[src/rtl/tech_cg_pkg.sv]
`default_nettype none
// ============================================================================
// Module : tech_cg_pkg
// Brief  : Shared types, defaults and counter sizing for the clock-gate ctrl.
// Rev    : 1.0
// ============================================================================
package tech_cg_pkg;

    typedef enum logic [1:0] {
        CG_OFF  = 2'd0,
        CG_WAKE = 2'd1,
        CG_ON   = 2'd2
    } cg_state_e;

    localparam int DEF_N_CH        = 4;
    localparam int DEF_IDLE_CYCLES = 16;
    localparam int DEF_WAKE_CYCLES = 2;

    // Wide enough to hold max(idle, wake); never narrower than one bit.
    function automatic int cnt_width(input int idle, input int wake);
        int m;
        m = (idle > wake) ? idle : wake;
        return ($clog2(m + 1) < 1) ? 1 : $clog2(m + 1);
    endfunction

endpackage
`default_nettype wire

[src/rtl/tech_cg.sv]
`default_nettype none
// ============================================================================
// Module : tech_cg
// Brief  : Behavioural latch-based clock gate; enable captured while clk low.
// Rev    : 1.0
// ============================================================================
module tech_cg (
    input  logic clk_i,
    input  logic en_i,
    input  logic clr_ni,
    output logic clk_o
);

    logic en_lat;

    // Async clear lets a reset kill the gated clock even during a high phase.
    always_latch begin
        if (!clr_ni) begin
            en_lat = 1'b0;
        end else if (!clk_i) begin
            en_lat = en_i;
        end
    end

    assign clk_o = clk_i & en_lat;

endmodule
`default_nettype wire

[src/rtl/tech_cg_chan.sv]
`default_nettype none
// ============================================================================
// Module : tech_cg_chan
// Brief  : One gated-clock channel: OFF/WAKE/ON FSM with wake and idle counts.
// Rev    : 1.0
// ============================================================================
module tech_cg_chan
    import tech_cg_pkg::*;
#(
    parameter int IDLE_CYCLES = DEF_IDLE_CYCLES,
    parameter int WAKE_CYCLES = DEF_WAKE_CYCLES
) (
    input  logic clk,
    input  logic rst_n,
    input  logic sw_en_i,
    input  logic auto_i,
    input  logic req_i,
    input  logic busy_i,
    output logic en_o,
    output logic ack_o
);

    localparam int             CNT_W     = cnt_width(IDLE_CYCLES, WAKE_CYCLES);
    localparam logic [CNT_W-1:0] IDLE_LAST = CNT_W'(IDLE_CYCLES - 1);
    localparam logic [CNT_W-1:0] WAKE_LAST = CNT_W'((WAKE_CYCLES > 0) ? WAKE_CYCLES - 1 : 0);
    localparam logic [CNT_W-1:0] CNT_ONE   = CNT_W'(1);

    cg_state_e        state_q;
    logic [CNT_W-1:0] wake_cnt_q;
    logic [CNT_W-1:0] idle_cnt_q;
    logic             en_q;
    logic             ack_q;
    logic             idle;

    assign idle  = auto_i & ~req_i & ~busy_i;
    assign en_o  = en_q;
    assign ack_o = ack_q;

    always_ff @(posedge clk or negedge rst_n) begin
        if (!rst_n) begin
            state_q    <= CG_OFF;
            wake_cnt_q <= '0;
            idle_cnt_q <= '0;
            en_q       <= 1'b0;
            ack_q      <= 1'b0;
        end else if (!sw_en_i) begin
            state_q    <= CG_OFF;
            wake_cnt_q <= '0;
            idle_cnt_q <= '0;
            en_q       <= 1'b0;
            ack_q      <= 1'b0;
        end else begin
            case (state_q)
                CG_OFF: begin
                    if (req_i || !auto_i) begin
                        en_q       <= 1'b1;
                        wake_cnt_q <= '0;
                        idle_cnt_q <= '0;
                        if (WAKE_CYCLES == 0) begin
                            state_q <= CG_ON;
                            ack_q   <= 1'b1;
                        end else begin
                            state_q <= CG_WAKE;
                        end
                    end
                end
                CG_WAKE: begin
                    if (wake_cnt_q == WAKE_LAST) begin
                        state_q    <= CG_ON;
                        ack_q      <= 1'b1;
                        wake_cnt_q <= '0;
                    end else begin
                        wake_cnt_q <= wake_cnt_q + CNT_ONE;
                    end
                end
                CG_ON: begin
                    // Any activity in the threshold cycle keeps the clock running.
                    if (!idle) begin
                        idle_cnt_q <= '0;
                    end else if (idle_cnt_q == IDLE_LAST) begin
                        state_q    <= CG_OFF;
                        en_q       <= 1'b0;
                        ack_q      <= 1'b0;
                        idle_cnt_q <= '0;
                    end else if (idle_cnt_q != '1) begin
                        idle_cnt_q <= idle_cnt_q + CNT_ONE;
                    end
                end
                default: begin
                    state_q    <= CG_OFF;
                    wake_cnt_q <= '0;
                    idle_cnt_q <= '0;
                    en_q       <= 1'b0;
                    ack_q      <= 1'b0;
                end
            endcase
        end
    end

endmodule
`default_nettype wire

[src/rtl/tech_cg_ctrl.sv]
`default_nettype none
// ============================================================================
// Module : tech_cg_ctrl
// Brief  : Multi-channel clock-gate controller driving one tech_cg per domain.
// Rev    : 1.0
// ============================================================================
module tech_cg_ctrl
    import tech_cg_pkg::*;
#(
    parameter int N_CH        = DEF_N_CH,
    parameter int IDLE_CYCLES = DEF_IDLE_CYCLES,
    parameter int WAKE_CYCLES = DEF_WAKE_CYCLES
) (
    input  logic            clk,
    input  logic            rst_n,
    input  logic            test_en_i,
    input  logic [N_CH-1:0] sw_en_i,
    input  logic [N_CH-1:0] auto_i,
    input  logic [N_CH-1:0] req_i,
    input  logic [N_CH-1:0] busy_i,
    output logic [N_CH-1:0] ack_o,
    output logic [N_CH-1:0] en_o,
    output logic [N_CH-1:0] clk_o
);

    if (N_CH < 1) begin : g_bad_nch
        $error("tech_cg_ctrl: N_CH must be >= 1");
    end
    if (IDLE_CYCLES < 1) begin : g_bad_idle
        $error("tech_cg_ctrl: IDLE_CYCLES must be >= 1");
    end
    if (WAKE_CYCLES < 0) begin : g_bad_wake
        $error("tech_cg_ctrl: WAKE_CYCLES must be >= 0");
    end

    // Test bypass keeps the gate latch out of reset so scan clocks still flow.
    logic cg_clr_n;
    assign cg_clr_n = rst_n | test_en_i;

    for (genvar gi = 0; gi < N_CH; gi++) begin : g_ch
        logic chan_en;

        tech_cg_chan #(
            .IDLE_CYCLES (IDLE_CYCLES),
            .WAKE_CYCLES (WAKE_CYCLES)
        ) u_chan (
            .clk     (clk),
            .rst_n   (rst_n),
            .sw_en_i (sw_en_i[gi]),
            .auto_i  (auto_i[gi]),
            .req_i   (req_i[gi]),
            .busy_i  (busy_i[gi]),
            .en_o    (chan_en),
            .ack_o   (ack_o[gi])
        );

        assign en_o[gi] = chan_en;

        tech_cg u_cg (
            .clk_i  (clk),
            .en_i   (chan_en | test_en_i),
            .clr_ni (cg_clr_n),
            .clk_o  (clk_o[gi])
        );
    end

endmodule
`default_nettype wire

[config.mk]
export PLATFORM = sky130hd
export DESIGN_NAME = tech_cg_ctrl
export DESIGN_NICKNAME = d
export VERILOG_FILES = /design/src/rtl/tech_cg_pkg.sv /design/src/rtl/tech_cg.sv /design/src/rtl/tech_cg_chan.sv /design/src/rtl/tech_cg_ctrl.sv
export SDC_FILE = /design/constraint.sdc
export NUM_CORES = 1
export LEC_CHECK = 0
export ABC_AREA = 1
export BUFFER_PORTS_ARGS = -buffer_cell sky130_fd_sc_hd__buf_2
export CAP_MARGIN = 20
export CORE_UTILIZATION = 40
export DETAILED_ROUTE_END_ITERATION = 8
export PLACE_DENSITY_LB_ADDON = 0.15
export SLEW_MARGIN = 10
export SYNTH_ARGS = -nofsm -noshare
export SYNTH_HDL_FRONTEND = slang
export SYNTH_SLANG_ARGS = --single-unit
[constraint.sdc]
create_clock -name clk -period 1.45 [get_ports clk]
set_clock_uncertainty 0.05 [all_clocks]
set_input_delay 0 -clock clk [delete_from_list [all_inputs] [get_ports clk]]
set_output_delay 0 -clock clk [all_outputs]
set_load 0.01 [all_outputs]
==> results of run 1 <==
[worst reg2reg max path: cells and delay by family, from the launching register on]
family	cells	cell delay, ps
DFF	1	400
and+or+nand+nor	7	560
adders and majority gates	1	220
[registers in the layout, indices dropped and copies added (netlist names)]
name	flops
g_ch.u_cg.en_lat	4
g_ch.u_chan.ack_o	4
g_ch.u_chan.en_o	4
g_ch.u_chan.idle_cnt_q	20
g_ch.u_chan.state_q	8
g_ch.u_chan.wake_cnt_q	20
[routing by layer]
| metal | track usage, % | wire length, microns | vias to the layer above |
|---|---|---|---|
| met2 | 31.76 | 3695 | 94 |
| met4 | 12.31 | 220 | 0 |
| met5 | 0 | 0 | - |
| met3 | 12.32 | 541 | 24 |
| li1 | - | - | 1599 |
| met1 | 27.79 | 3630 | 1454 |
[cell usage after synthesis, drive strengths merged]
library cell	instances	share of area, %
nand2	133	16
inv	64	7.0
dfrtp	56	41
nor2	51	6.5
nand3	36	6.0
o21ai	26	4.0
nand4	24	4.4
buf	13	2.8
a21oi	12	2.1
ha	12	4.4
xor2	5	1.3
dlxtp	4	1.8
nor3	4	0.88
o22ai	4	0.73
nand3b	2	0.44
o21bai	2	0.55
or2	1	0.18
xnor2	1	0.26
[worst max-delay path by stage]
stage                            to  slack, ps  cells past startpoint                         start
6_report                   clk_o[0]       -540                      3           g_ch[0].u_cg.en_lat
5_1_grt                    clk_o[0]       -640                      3           g_ch[0].u_cg.en_lat
4_1_cts                    clk_o[0]       -540                      3           g_ch[0].u_cg.en_lat
3_5_place_dp   g_ch[2].u_chan.ack_o         50                      8  g_ch[2].u_chan.idle_cnt_q[0]
3_3_place_gp    g_ch[2].u_chan.en_o         80                      8  g_ch[2].u_chan.idle_cnt_q[0]
2_1_floorplan              clk_o[1]        210                      3           g_ch[1].u_cg.en_lat
[cell type report]
class | count | area [sq um] | area share [%]
multi-input cells | 313 | 1712 | 38.58
flip-flops and latches | 60 | 1465 | 33.02
repair buffers | 63 | 475.5 | 10.72
clock buffers | 28 | 352.8 | 7.953
inverters | 60 | 225.2 | 5.076
well taps | 105 | 131.4 | 2.961
clock inverters | 6 | 75.07 | 1.692
[logic make-up after synthesis]
| group | Yosys count | synth area share [%] |
|---|---|---|
| adders and majority gates | 12 | 4.394 |
| buffers and inverters | 77 | 9.813 |
| xor gates and xnor gates | 6 | 1.538 |
| and+or+nand+nor | 251 | 34.09 |
| AOI/OAI and AO/OA | 44 | 7.396 |
| latches | 4 | 1.758 |
| DFF | 56 | 41.01 |
[per-stage QoR]
stage               cell area (sq um)  setup TNS [ps]  std cells
CTS                              4299           -2484        630
global route                     4437           -2461        635
global placement                 3633               0        576
detailed placement               3633               0        576
finish                           4437           -2077        635
floorplan                        3417               0        450
[report_power, final]
part / switching, mW / internal, mW
Clock: 1.04 / 1.85
Combinational: 0.940 / 0.526
Sequential: 0.272 / 1.89
Total: 2.25 / 4.27
[placed cells by master (no fill, tap or decap), drive strengths merged]
cell type / n
nand2: 133
nand4: 24
dlygate4sd3: 24
nor3: 4
nor2: 51
dlxtp: 4
buf: 40
dlymetal6s4s: 2
nand3b: 2
ha: 12
dfrtp: 56
o21ai: 26
inv: 64
bufinv: 2
o21bai: 2
xor2: 5
or2: 1
clkbuf: 25
a21oi: 12
nand3: 36
xnor2: 1
o22ai: 4
[repair_timing]
| action | in CTS | in global routing |
|---|---|---|
| setup buffers | 0 | 6 |
| gates resized for setup | 2 | 39 |
| setup endpoints to repair | 8 | 61 |
| pin swaps | 3 | 10 |
| hold buffers | 28 | 2 |
| hold endpoints to repair | 117 | 5 |
==> results_dict.tcl, run 1 <==
set metrics [dict create \
    outcome "complete, but fails checks" \
    violations "negative setup slack" \
    finalMaxSlewViolations 0 \
    die_height_microns 94.43 \
    p_total_mw 6.519 \
    worstReg2RegEnd "g_ch[3].u_chan.en_o" \
    cp_max_fo 1 \
    cts_tree "yes" \
    dr.first_iter.drc_count 156 \
    peakVddDrop_mv 0.8215 \
    cap_violations 0 \
    setup_ws_ps -541.7 \
    port_buffers 30 \
    ys_ff_latch 60 \
    critPathArrivalTime_ps 1940 \
    syn_area_sq_mm 0.003417 \
    die_w_microns 94.43 \
    antenna_found_initial 0 \
    rsz0062_at_grt "true" \
    final_net_count 560 \
    overflow 0 \
    clk_latency_ps 540 \
    r2r_cells 8 \
    finalSetupViolCount 8 \
    syn_area_per_cell_sq_um 7.593 \
    cp-start-kind "latch" \
    ys_types 30 \
    filler_cell_count 792 \
    grt_pass1_wl_microns 15990 \
    ios 31 \
    area_growth_syn_to_layout_pct 29.84 \
    dieArea_sq_mm 0.008916 \
    grt_start_max_net_pins 32 \
    rows 33 \
    core_sq_mm 0.008258 \
    hold_class "primary input to async pin" \
    crit-reg2reg-launch "g_ch[3].u_chan.idle_cnt_q[0]" \
    vias 3171 \
    clk_pin_slew_ps 100 \
    cpLargestDelayFamily "latches" \
    crit_path_top_delay_cell "dlxtp_1" \
    syn_nets 481 \
    crit_chain "nand2_2 > inv_2 > buf_6" \
    critPathKind "latch to output pin" \
    synth_cells 450 \
    drtAntennaViolNets 0 \
    relSlewSlack_pct 70.32 \
    r2r_setup_slack_ps 100 \
    grt_pass1_vias 3186 \
    tightest_slew_ps 445.1 \
    cp-end-kind "output pin" \
    start_util_pct 41.38 \
    post_drt_wl_per_cell_microns 12.74 \
    post-route-util_pct 53.73 \
    place_congestion 0.8033 \
    synth_warnings 0 \
    drive_above_1_share_pct 25.66 \
    powerDensity_mw_per_mm2 1469 \
    dp_hpwl_microns 5242 \
    worst-path-buf-inv 2 \
    diodes 0 \
    drtPass1Iterations 5 \
    finalHoldViolCount 0 \
    grt_use_total_pct 22.74 \
    pre_cts_slack_ps 49.66 \
    total_leakage_power_nw 2.246 \
    slowest_delay_ps 340 \
    crit_required_ps 1400 \
    fin_hold_ws_ps 0.5678 \
    viasPerCell 4.994 \
    drc 0 \
    routed_wl_microns 8088 \
]
Note: power is estimated with default switching activity, not from simulation.
==> run 2: changes to the inputs <==
--- a/config.mk
+++ b/config.mk
@@ -8,6 +8,7 @@
 export ABC_AREA = 1
 export BUFFER_PORTS_ARGS = -buffer_cell sky130_fd_sc_hd__buf_2
 export CAP_MARGIN = 20
+export CORE_MARGIN = 2
 export CORE_UTILIZATION = 40
 export DETAILED_ROUTE_END_ITERATION = 8
 export PLACE_DENSITY_LB_ADDON = 0.15
==> run 2 against run 1 <==
Against the previous run: the flow still finishes with violations (negative setup slack); setup slack improved by 27 ps; critical endpoint is now clk_o[1]; clock power is 35% lower; combinational power is essentially flat; critical path depth is the same; global-route usage decreased by 5.0 points; design area shrank 4.6%; sequential power about the same.
==> results_dict.tcl, run 2 (synthesized netlist as in run 1, its figures left out) <==
set metrics [dict create \
    outcome "complete, but fails checks" \
    violations "negative setup slack" \
    dieArea_sq_mm 0.009298 \
    cap_violations 0 \
    vias 3070 \
    grt_use_total_pct 17.76 \
    ios 31 \
    finalMaxSlewViolations 0 \
    die_height_microns 96.43 \
    cp-start-kind "latch" \
    hold_class "primary input to async pin" \
    antenna_found_initial 0 \
    clk_latency_ps 530 \
    setup_ws_ps -514.6 \
    relSlewSlack_pct 64.51 \
    crit_path_top_delay_cell "dlxtp_1" \
    final_net_count 550 \
    p_sw_mw 2.049 \
    rsz0062_at_grt "true" \
    viasPerCell 4.912 \
    post-place-cells 576 \
    crit_required_ps 1400 \
    overflow 0 \
    grt_start_max_net_pins 41 \
    reg_top3 "g_ch.u_chan.idle_cnt_q (20), g_ch.u_chan.wake_cnt_q (20), g_ch.u_chan.state_q (8)" \
    powerDensity_mw_per_mm2 1294 \
    filler_cell_count 809 \
    cp-end-kind "output pin" \
    tightest_slew_ps 532.3 \
    slowest_delay_ps 330 \
    drtPass1Iterations 5 \
    p_sw_share_pct 37.41 \
    start_util_pct 41.38 \
    grt_pass1_vias 2934 \
    drive_above_1_share_pct 23.08 \
    port_buffers 30 \
    core_sq_mm 0.008258 \
    peakVddDrop_mv 0.5180 \
    finalSetupViolCount 8 \
    tns_ps -1997 \
    r2r_cells 8 \
    drtAntennaViolNets 0 \
    critPathArrivalTime_ps 1910 \
    total_leakage_power_nw 2.169 \
    clkPwrFrac_pct 34.3 \
    dr.first_iter.drc_count 90 \
    finalNonFillerCells 625 \
    seqPwrFrac_pct 39.4 \
    p_comb_share_pct 26.2 \
    crit_chain "nand2_2 > inv_2 > buf_6" \
    place_area_sq_mm 0.003633 \
    drc 0 \
    cp_max_fo 1 \
    p_int_mw 3.429 \
    cts_tree "yes" \
    dp_hpwl_microns 5121 \
    regArea_sq_mm 0.001461 \
    post_drt_wl_per_cell_microns 12.11 \
    area_growth_syn_to_layout_pct 23.91 \
    final_cell_area_sq_mm 0.004234 \
    rows 33 \
    fin_hold_ws_ps 20.41 \
    place_congestion 0.8143 \
    die_w_microns 96.43 \
    grt_pass1_wl_microns 12420 \
    clk_pin_slew_ps 100 \
    finalHoldViolCount 0 \
    final_common_cell "nand2_1" \
    diodes 0 \
    critPathKind "latch to output pin" \
    multiInputGateArea_sq_mm 0.001692 \
    mostFrequentLayoutCells "117 x nand2_1, 56 x dfrtp_1, 52 x inv_1" \
    routed_wl_microns 7569 \
]
-- run 2: changes by cell type in the layout (fill, tap and decap cells not counted), sizes merged --
cell         previous run  this run
buf                    40        41
bufinv                  2         0
dlygate4sd3            24        22
clkinv                  0         1
clkbuf                 25        17
-- run 2: timing repair --
action	in CTS	in global routing
hold buffers	26	1
endpoints found under the hold margin	118	3
pin swaps	3	6
gates resized for setup	3	26
cloned	0	0
setup buffers	0	7
endpoints found under the setup margin	8	43
-- run 2: final timing paths --
| kind | from | endpoint | slack, ps |
|---|---|---|---|
| max in group gated | rst_n | clock gate | 270 |
| worst max register to register | g_ch[3].u_chan.idle_cnt_q[0] | g_ch[3].u_chan.state_q[1] | 110 |
| min in group clk | req_i[1] | g_ch[1].u_chan.en_o | 20 |
| min in group gated | test_en_i | clock gate | 180 |
| max in group asynchronous | rst_n | g_ch[1].u_chan.idle_cnt_q[0] | 630 |
| worst max-delay path | g_ch[1].u_cg.en_lat | clk_o[1] | -510 |
| worst min register to register | g_ch[0].u_chan.en_o | g_ch[0].u_cg.en_lat | 430 |
| worst min-delay path | rst_n | g_ch[3].u_chan.wake_cnt_q[3] | 20 |
-- run 2: layer usage --
metal  up-vias  share of wire (%)  GRT usage [%]  wire length [microns]
li1       1567                  -              -                      -
met1      1424                 46          21.08                   3503
met2        58                 47          27.26                   3558
met3        21                3.6          5.353                    270
met4         0                3.1          12.91                    237
met5         -                  0              0                      0
-- run 2: critical path, delay by kind of cell, from the launching register on --
| kind | cells | cell delay [ps] |
|---|---|---|
| latches | 1 | 330 |
| buffers and inverters | 2 | 140 |
| AND/OR/NAND/NOR | 1 | 80 |
-- run 2: per-stage QoR --
step                total power [mW]  utilization [%]  worst slack, ps
floorplan                      3.414                -            205.4
global placement               3.671            44.00            102.5
detailed placement             3.683            44.00            99.27
CTS                            5.444            49.89           -575.2
global route                   5.910            51.27           -639.1
finish                         5.478            51.27           -514.6
-- run 2: power by group through the flow --
stage / logic, mW / clock network, mW / registers [mW]
floorplan: 1.09 / 0.218 / 2.11
global placement: 1.32 / 0.175 / 2.18
detailed placement: 1.32 / 0.175 / 2.18
CTS: 1.38 / 1.91 / 2.16
global route: 1.66 / 2.04 / 2.21
finish: 1.44 / 1.88 / 2.16
-- run 2: cell type report --
cell class                      count  area share (%)
Clock inverter                      5          0.4728
Sequential cell                    60           34.52
Inverter                           60           5.319
Multi-Input combinational cell    313           39.95
Clock buffer                       21           5.822
Tap cell                          105           3.103
Timing Repair Buffer               61           10.82
